==> src/rtl/yas_router_n.sv <==
// yas_router_n: byte-serial packet router, NUM_CH store-and-forward FIFOs.
// Space is reserved at the length word so DATA never overflows.
module yas_router_n #(
  parameter int DATA_WIDTH = 8,
  parameter int NUM_CH     = 3,
  parameter int ADDR_W     = 2,
  parameter int DEPTH_LOG2 = 6,
  parameter int CFG_AW     = 2
) (
  input  logic                         clk,
  input  logic                         rst,
  input  logic [DATA_WIDTH-1:0]        data_in,
  input  logic                         data_in_req,
  output logic                         data_in_ack,
  output logic [NUM_CH*DATA_WIDTH-1:0] data_out,
  output logic [NUM_CH-1:0]            data_out_req,
  input  logic [NUM_CH-1:0]            data_out_ack,
  input  logic [CFG_AW-1:0]            config_addr,
  input  logic [ADDR_W-1:0]            config_data,
  input  logic                         config_en,
  output logic [7:0]                   drop_cnt
);

  localparam int DEPTH = 2**DEPTH_LOG2;
  localparam int PW    = DEPTH_LOG2 + 1;
  localparam int CHW   = $clog2(NUM_CH);
  localparam int CW    = ((DATA_WIDTH > PW) ? DATA_WIDTH : PW) + 1;

  typedef enum logic [1:0] {IDLE, LEN, DATA, DISC} state_t;

  state_t                state;
  logic [ADDR_W-1:0]     addr_reg [NUM_CH];
  logic [DATA_WIDTH-1:0] mem [NUM_CH][DEPTH];
  logic [PW-1:0]         rd [NUM_CH];
  logic [PW-1:0]         wc [NUM_CH];
  logic [PW-1:0]         ws [NUM_CH];
  logic [PW-1:0]         free [NUM_CH];
  logic [CHW-1:0]        ch_q;
  logic [CHW-1:0]        ch_sel;
  logic                  hit_q;
  logic                  hit;
  logic [DATA_WIDTH-1:0] cnt;
  logic [7:0]            drop_q;
  logic [CW-1:0]         len_w;
  logic [CW-1:0]         free_w;
  logic                  stall;
  logic                  xfer;
  logic                  drop_ev;
  logic                  len_bad;

  // Reverse scan so the lowest matching index is the one left standing.
  always_comb begin
    hit    = 1'b0;
    ch_sel = '0;
    for (int i = NUM_CH-1; i >= 0; i--) begin
      if (data_in[ADDR_W-1:0] == addr_reg[i]) begin
        hit    = 1'b1;
        ch_sel = CHW'(i);
      end
    end
  end

  for (genvar g = 0; g < NUM_CH; g++) begin : g_ch
    assign data_out[g*DATA_WIDTH +: DATA_WIDTH] =
      mem[g][rd[g][DEPTH_LOG2-1:0]];
    assign data_out_req[g] = (rd[g] != wc[g]);
    assign free[g] = PW'(DEPTH) - (ws[g] - rd[g]);
  end

  assign len_w   = CW'(data_in);
  assign free_w  = CW'(free[ch_q]);
  assign len_bad = (len_w > CW'(DEPTH));
  assign stall   = (state == LEN) && hit_q && (len_w != '0) &&
                   !len_bad && (free_w < len_w);
  assign data_in_ack = !rst && !stall;
  assign xfer        = data_in_req && data_in_ack;
  assign drop_ev     = xfer && (state == LEN) &&
                       ((len_w == '0) || !hit_q || len_bad);
  assign drop_cnt    = drop_q;

  always_ff @(posedge clk) begin
    if (xfer && state == DATA)
      mem[ch_q][ws[ch_q][DEPTH_LOG2-1:0]] <= data_in;
  end

  always_ff @(posedge clk) begin
    if (rst) begin
      state  <= IDLE;
      hit_q  <= 1'b0;
      ch_q   <= '0;
      cnt    <= '0;
      drop_q <= '0;
      for (int i = 0; i < NUM_CH; i++) begin
        rd[i]       <= '0;
        wc[i]       <= '0;
        ws[i]       <= '0;
        addr_reg[i] <= ADDR_W'(i);
      end
    end else begin
      for (int i = 0; i < NUM_CH; i++) begin
        if (config_en && config_addr == CFG_AW'(i))
          addr_reg[i] <= config_data;
        if (data_out_req[i] && data_out_ack[i])
          rd[i] <= rd[i] + 1'b1;
      end
      if (drop_ev && drop_q != 8'hff)
        drop_q <= drop_q + 8'd1;
      if (xfer) begin
        unique case (state)
          IDLE: begin
            hit_q <= hit;
            ch_q  <= ch_sel;
            state <= LEN;
          end
          LEN: begin
            cnt <= data_in;
            if (len_w == '0)
              state <= IDLE;
            else if (!hit_q || len_bad)
              state <= DISC;
            else
              state <= DATA;
          end
          DATA: begin
            ws[ch_q] <= ws[ch_q] + 1'b1;
            if (cnt == DATA_WIDTH'(1)) begin
              wc[ch_q] <= ws[ch_q] + 1'b1;
              state    <= IDLE;
            end else begin
              cnt <= cnt - 1'b1;
            end
          end
          DISC: begin
            if (cnt == DATA_WIDTH'(1))
              state <= IDLE;
            else
              cnt <= cnt - 1'b1;
          end
          default: state <= IDLE;
        endcase
      end
    end
  end

endmodule

==> config.mk <==
export PLATFORM = sky130hd
export DESIGN_NAME = yas_router_n
export DESIGN_NICKNAME = d
export VERILOG_FILES = /design/src/rtl/yas_router_n.sv
export SDC_FILE = /design/constraint.sdc
export NUM_CORES = 2
export LEC_CHECK = 0
export BUFFER_PORTS_ARGS = -buffer_cell sky130_fd_sc_hd__clkbuf_2
export CAP_MARGIN = 15
export CORE_ASPECT_RATIO = 1.75
export CORE_MARGIN = 2
export CORE_UTILIZATION = 55
export CTS_CLUSTER_DIAMETER = 60
export DETAILED_ROUTE_END_ITERATION = 6
export GPL_TIMING_DRIVEN = 1
export HOLD_SLACK_MARGIN = 0.05
export PLACE_DENSITY = 0.71
export SYNTH_ARGS = -nofsm -noshare
export SYNTH_HDL_FRONTEND = slang
export SYNTH_SLANG_ARGS = --single-unit
==> constraint.sdc <==
create_clock -name clk -period 9.3 [get_ports clk]
set_clock_uncertainty 0.2 [all_clocks]
set_input_delay 0.465 -clock clk [delete_from_list [all_inputs] [get_ports clk]]
set_output_delay 0.465 -clock clk [all_outputs]
set_load 0.1 [all_outputs]
Word level (Yosys, flattened, before mapping)
Memory sizes are Yosys's and may differ from the RTL's. A register that Yosys moved wholly into a read port is not among the register bits.
Index checks and enable logic that the tools add are counted.

word-level totals
  bits in registers = 21
  latch bits = 0
  memory bits (writable) = 1,605
  ROM bits = 0
  bits of input ports = 19
  memories = 5

operators by class
  $add $sub $neg = 12
  multipliers = 0
  divide/modulo/power cells = 0
  magnitude comparators = 8
  equal/unequal tests = 15
  shift operators = 0
  mux-type cells = 71
  bitwise operators = 11
  reduce and logical (&&, ||, !) cells = 35

memories
  name      depth  width  read ports  clocked after memory_dff  write ports  RTL line  text
  mem       3      512    3           0                         1            33        logic [DATA_WIDTH-1:0] mem [NUM_CH][DEPTH];
  rd        3      7      3           0                         3            34        logic [PW-1:0] rd [NUM_CH];
  wc        3      7      3           0                         3            35        logic [PW-1:0] wc [NUM_CH];
  ws        3      7      4           1                         3            36        logic [PW-1:0] ws [NUM_CH];
  addr_reg  3      2      3           0                         3            32        logic [ADDR_W-1:0] addr_reg [NUM_CH];

operators by type and width
  operator                                                       count
  two-way mux 512 bit                                            1
  binary-select mux 8 bit (select 6 bit)                         3
  two-way mux 8 bit                                              8
  two-way mux 7 bit                                              7
  demux 8 bit (select 6 bit)                                     1
  two-way mux 1 bit                                              36
  adder 7 x 1 -> 7 bit, second input constant                    4
  greater-or-equal comparator 7 bit, second input constant       4
  NOT 6 -> 7 bit                                                 4
  two-way mux 2 bit                                              12
  inequality test 7 bit                                          3
  subtractor 7 bit                                               3
  subtractor 7 bit, first input constant                         3
  logical AND 1 bit                                              17
  one-hot mux 8 bit (2 select lines)                             1
  binary-select mux 7 bit (select 2 bit)                         1
  OR reduction 7 bit                                             2
  logical NOT 9 bit                                              1
  nonzero test 9 bit                                             1
  adder 8 x 1 -> 8 bit, second input constant                    1
  equality test 8 x 1 -> 1 bit, second input constant            1
  greater-than comparator 8 x 7 -> 1 bit, second input constant  1
  < comparator 7 x 8 -> 1 bit                                    1
  inequality test 8 bit, second input constant                   1
  18 further kinds                                               35

Longest topological paths before layout
An unclocked memory read counts as a cell.

  depth in word-level cells = 16
  gate-level depth with buffers = 23
  gate-level depth less buffers = 18

Least setup slack after synthesis
No wires, ideal clock.

  kind = register -> output
  from = mem rd[0][7] (netlist bit)
  to = out data_in_ack
  data arrival time = 4,696 ps
  slack = 3,939 ps
  stages on the path, launching flop included = 21
  cells stage by stage = edfxtp_1 buf_2 buf_4 buf_6 buf_2 inv_1 ha_1 inv_1 ha_1 fa_1 a21o_1 a21oi_1 xor2_1 nand2_1 o21ai_0 o22ai_1 ha_1 nand2_1 a211oi_1 o21ai_1 a21oi_1

RTL lines
  element      RTL line  text
  from (decl)  34
  to (decl)    14        output logic data_in_ack,

==> summary.md <==
| Metric | Value |
|---|---|
| Result of the run | complete, no violations |
| Antenna Nets Post-Route | 0 |
| CP cell instances | buf_4 -> buf_4 -> mux4_2 -> mux4_2 -> nor2b_1 -> a211oi_1 -> a21oi_1 -> clkbuf_2 |
| Synth top area share | 0.740 |
| Area leader, netlist | edfxtp_1 |
| Post-synthesis sequential area ratio | 0.747 |
| Post-synthesis sequential element count | 1635 |
| Worst path arrival time | 5.67 ns |
| Crit end category | primary output |
| Die Area | 122000 um2 |
| Worst r2r path cells | 16 |
| Worst Max-Slew Pin Slew | 1.15 ns |
| Overall Power | 15.9 mW |
| Crit Reg-Reg Startpoint | rd[0][8] |
| Hold path endpoint | cnt[1] |
| Netlist cell types | 62 |
| Critical path's largest stage delay | 1.00 ns |
| Nets | 3314 |
| DRT Pass-1 Iters | 6 |
| Initial Util | 0.553 |
| Number of global-route vias before repair | 33100 |
| Clock root buffer | clkbuf_16 |
| Wirelength per Cell | 31.4 um |
| Pin count of the biggest net entering global routing | 138 |
| Commonest cells in the netlist | edfxtp_1 (1612), mux4_2 (473), nor2_1 (265), nand2_1 (92), clkbuf_1 (81) |
| Latest clock arrival within the worst-skew pair | 0.79 ns |
| Residual DRC | 0 |
| Min-delay src | rst |
| Iter 0 DRT Violations | 2999 |
| CP Class | flip-flop to primary output |
| Fill count | 8167 |
| RSZ-0062 raised after global routing | no |
| DRT Wirelength | 153000 um |
| Core box area | 118000 um2 |
| Final GP Congestion | 0.877 |
| First-pass GRT wire length | 225000 um |
| Crit-path max FO | 68 |
| Relative slew slack | 0.231 |
| Post-DR vias/cell | 6.43 |
| Number of flops mapped to enable cells by yosys | 1612 |
| Setup crit start kind | flip-flop |
| Antenna violations before repair | 2 |
| Share of layout cells above drive strength 1 | 0.250 |
| Yosys warns | 0 |
| Combined buffer and inverter count along the critical path | 3 |
| Cell with the most instances after synthesis | edfxtp_1 |
| Post-Syn Area | 65400 um2 |
| Reg2reg setup slack | 4.44 ns |
| Tot GR Track Use | 0.257 |
| TritonCTS clock tree | done |
| Vias | 31400 |
| Worst path required time | 8.64 ns |
| Cells after Synth | 3137 |
| P&R area growth vs syn | 10.4% |
| Fmax | 158 MHz |
| Num CTS Buffers | 141 |
| Hold path depth | 2 |
| Power density over the cells | 221 nW/um2 |
| Top_reg_cell synth | edfxtp_1 |
| Synth async-reset ratio | 0 |
| Post-layout min period | 6.33 ns |
| Final hold vios | 0 |
| Max_cap viols | 0 |
| Final setup fails | 0 |
| Top cells by area, synth | edfxtp_1 (74%), mux4_2 (16%), nor2_1 (1.5%), ha_1 (0.88%), dfxtp_1 (0.70%) |
| Syn nets | 3205 |
| CP top delay family | buffers and inverters |
| Clock buffer depth | 3 |
| Ports | 55 |
| Grt ovf | 0 |
| Synthesized area per cell | 20.9 um2 |
| Port Buffers | 54 |
| Die Span X | 265 um |
| Final Max Slew Viols | 0 |
| Row count | 167 |
| H-tree depth | 4 |
| Leak | 22.2 nW |
| Worst R2R End | cnt[2] |
| CTS Sinks | 1635 |
| Chip Height | 460 um |
| Multi-input logic area | 15600 um2 |
| Final period util | 0.681 |
| CP max-delay cell | edfxtp_1 |
| Reg area | 48900 um2 |
| Worst Hold Class | input port to flip-flop |
| Peak VDD IR | 0.302 mV |
| Largest register FFs | 1536 |
| Final HPWL DP | 96500 um |
| CTS resizes | 0 |
| Clock transition at path regs | 0.07 ns |
| Final setup TNS | 0 ns |
report_power, final:
part / internal [mW] / switching (mW)
combinational: 0.688 / 1.14
clock: 3.29 / 2.65
sequential: 8.12 / 0.0399
cell type report:
class / count / share of cell area
sequential: 1635 / 0.677
multi-input combinational: 1280 / 0.216
clock buffer: 174 / 0.0526
tap: 1521 / 0.0263
timing repair buffer: 139 / 0.0143
clock inverter: 81 / 0.0118
inverter: 49 / 0.00255
antenna: 3 / 0.000104
what timing repair did:
item / in CTS / in global routing
hold buffers: 18 / 0
setup buffers: 0 / 0
hold endpoints to repair: 306 / 0
worst reg2reg max path, cell delays in order (launching register included):
cell      delay [ns]
edfxtp_1        1.00
ha_1            0.38
ha_1            0.23
fa_1            0.41
a21o_1          0.17
a21oi_1         0.17
xor2_1          0.17
nand2_1         0.06
o21ai_0         0.11
o22ai_1         0.11
ha_1            0.33
nand2_1         0.06
a211oi_1        0.18
o21ai_1         0.17
a21bo_4         0.29
or4_2           0.57
a41oi_2         0.16
layout by cell type, fill, tap and decap left out, types with 6 or more instances in the layout:
cell / synthesis / layout
edfxtp_1: 1612 / 1612
mux4_2: 473 / 473
nor2_1: 265 / 265
clkbuf_16: 0 / 146
nand2_1: 92 / 90
buf_4: 12 / 62
inv_1: 49 / 49
ha_1: 46 / 46
clkbuf_2: 0 / 46
a21oi_1: 43 / 43
xnor2_1: 40 / 40
xor2_1: 36 / 36
nor3_1: 37 / 35
mux2i_1: 32 / 32
nand3_1: 31 / 29
clkinv_1: 0 / 26
clkbuf_1: 81 / 24
nor2b_1: 23 / 23
dfxtp_1: 23 / 23
a211oi_1: 21 / 21
clkinv_2: 0 / 18
dlygate4sd3_1: 0 / 18
o21ai_0: 17 / 17
nand2b_1: 14 / 14
bufinv_16: 0 / 13
a22oi_1: 12 / 12
mux2_2: 12 / 12
o22ai_1: 10 / 10
clkinvlp_4: 0 / 9
buf_6: 8 / 9
nor4_1: 9 / 6
nand4_1: 6 / 6
a21o_1: 6 / 6
inv_6: 0 / 6
per-stage QoR:
| step | hold WS [ns] | area (um2) | std cells | worst slack [ns] | utilization |
|---|---|---|---|---|---|
| 2_1_floorplan | 0.259 | 65400 | 3137 | 3.94 | - |
| 3_3_place_gp | 0.269 | 67300 | 4600 | 3.94 | 0.569 |
| 3_5_place_dp | 0.298 | 67400 | 4602 | 3.83 | 0.570 |
| 4_1_cts | 0.120 | 72200 | 4875 | 2.98 | 0.610 |
| 5_1_grt | 0.164 | 72200 | 4879 | 2.81 | 0.611 |
| 6_report | 0.185 | 72200 | 4882 | 2.97 | 0.611 |
kinds of logic after synthesis:
logic type | after synthesis | synth area share
compound gates | 138 | 0.0142
mux | 517 | 0.170
buf+inv | 222 | 0.0155
xor+xnor | 76 | 0.0102
fa+ha+maj | 49 | 0.00972
flops | 1635 | 0.747
simple gates | 500 | 0.0336
worst max-delay path by stage:
stage	start	end	slack, ns	cells after the start
after global routing	rd[0][8]	data_out[11]	2.81	8
after global placement	rd[0][8]	data_out[11]	3.94	8
after floorplan	rd[0][7]	data_in_ack	3.94	20
after detailed placement	rd[0][8]	data_out[11]	3.83	8
after CTS	rd[0][8]	data_out[11]	2.98	8
final	rd[0][8]	data_out[11]	2.97	8
metal layers:
metal,vias to the layer above,part of all wire,wire length (um),GRT usage
met5,-,0,0,0
met4,0,0.042,6450,0.108
met3,280,0.058,8880,0.0397
met2,1275,0.55,83600,0.464
met1,16800,0.35,54300,0.309
li1,13100,-,-,-
No activity file was read; power rests on OpenSTA's default activity.
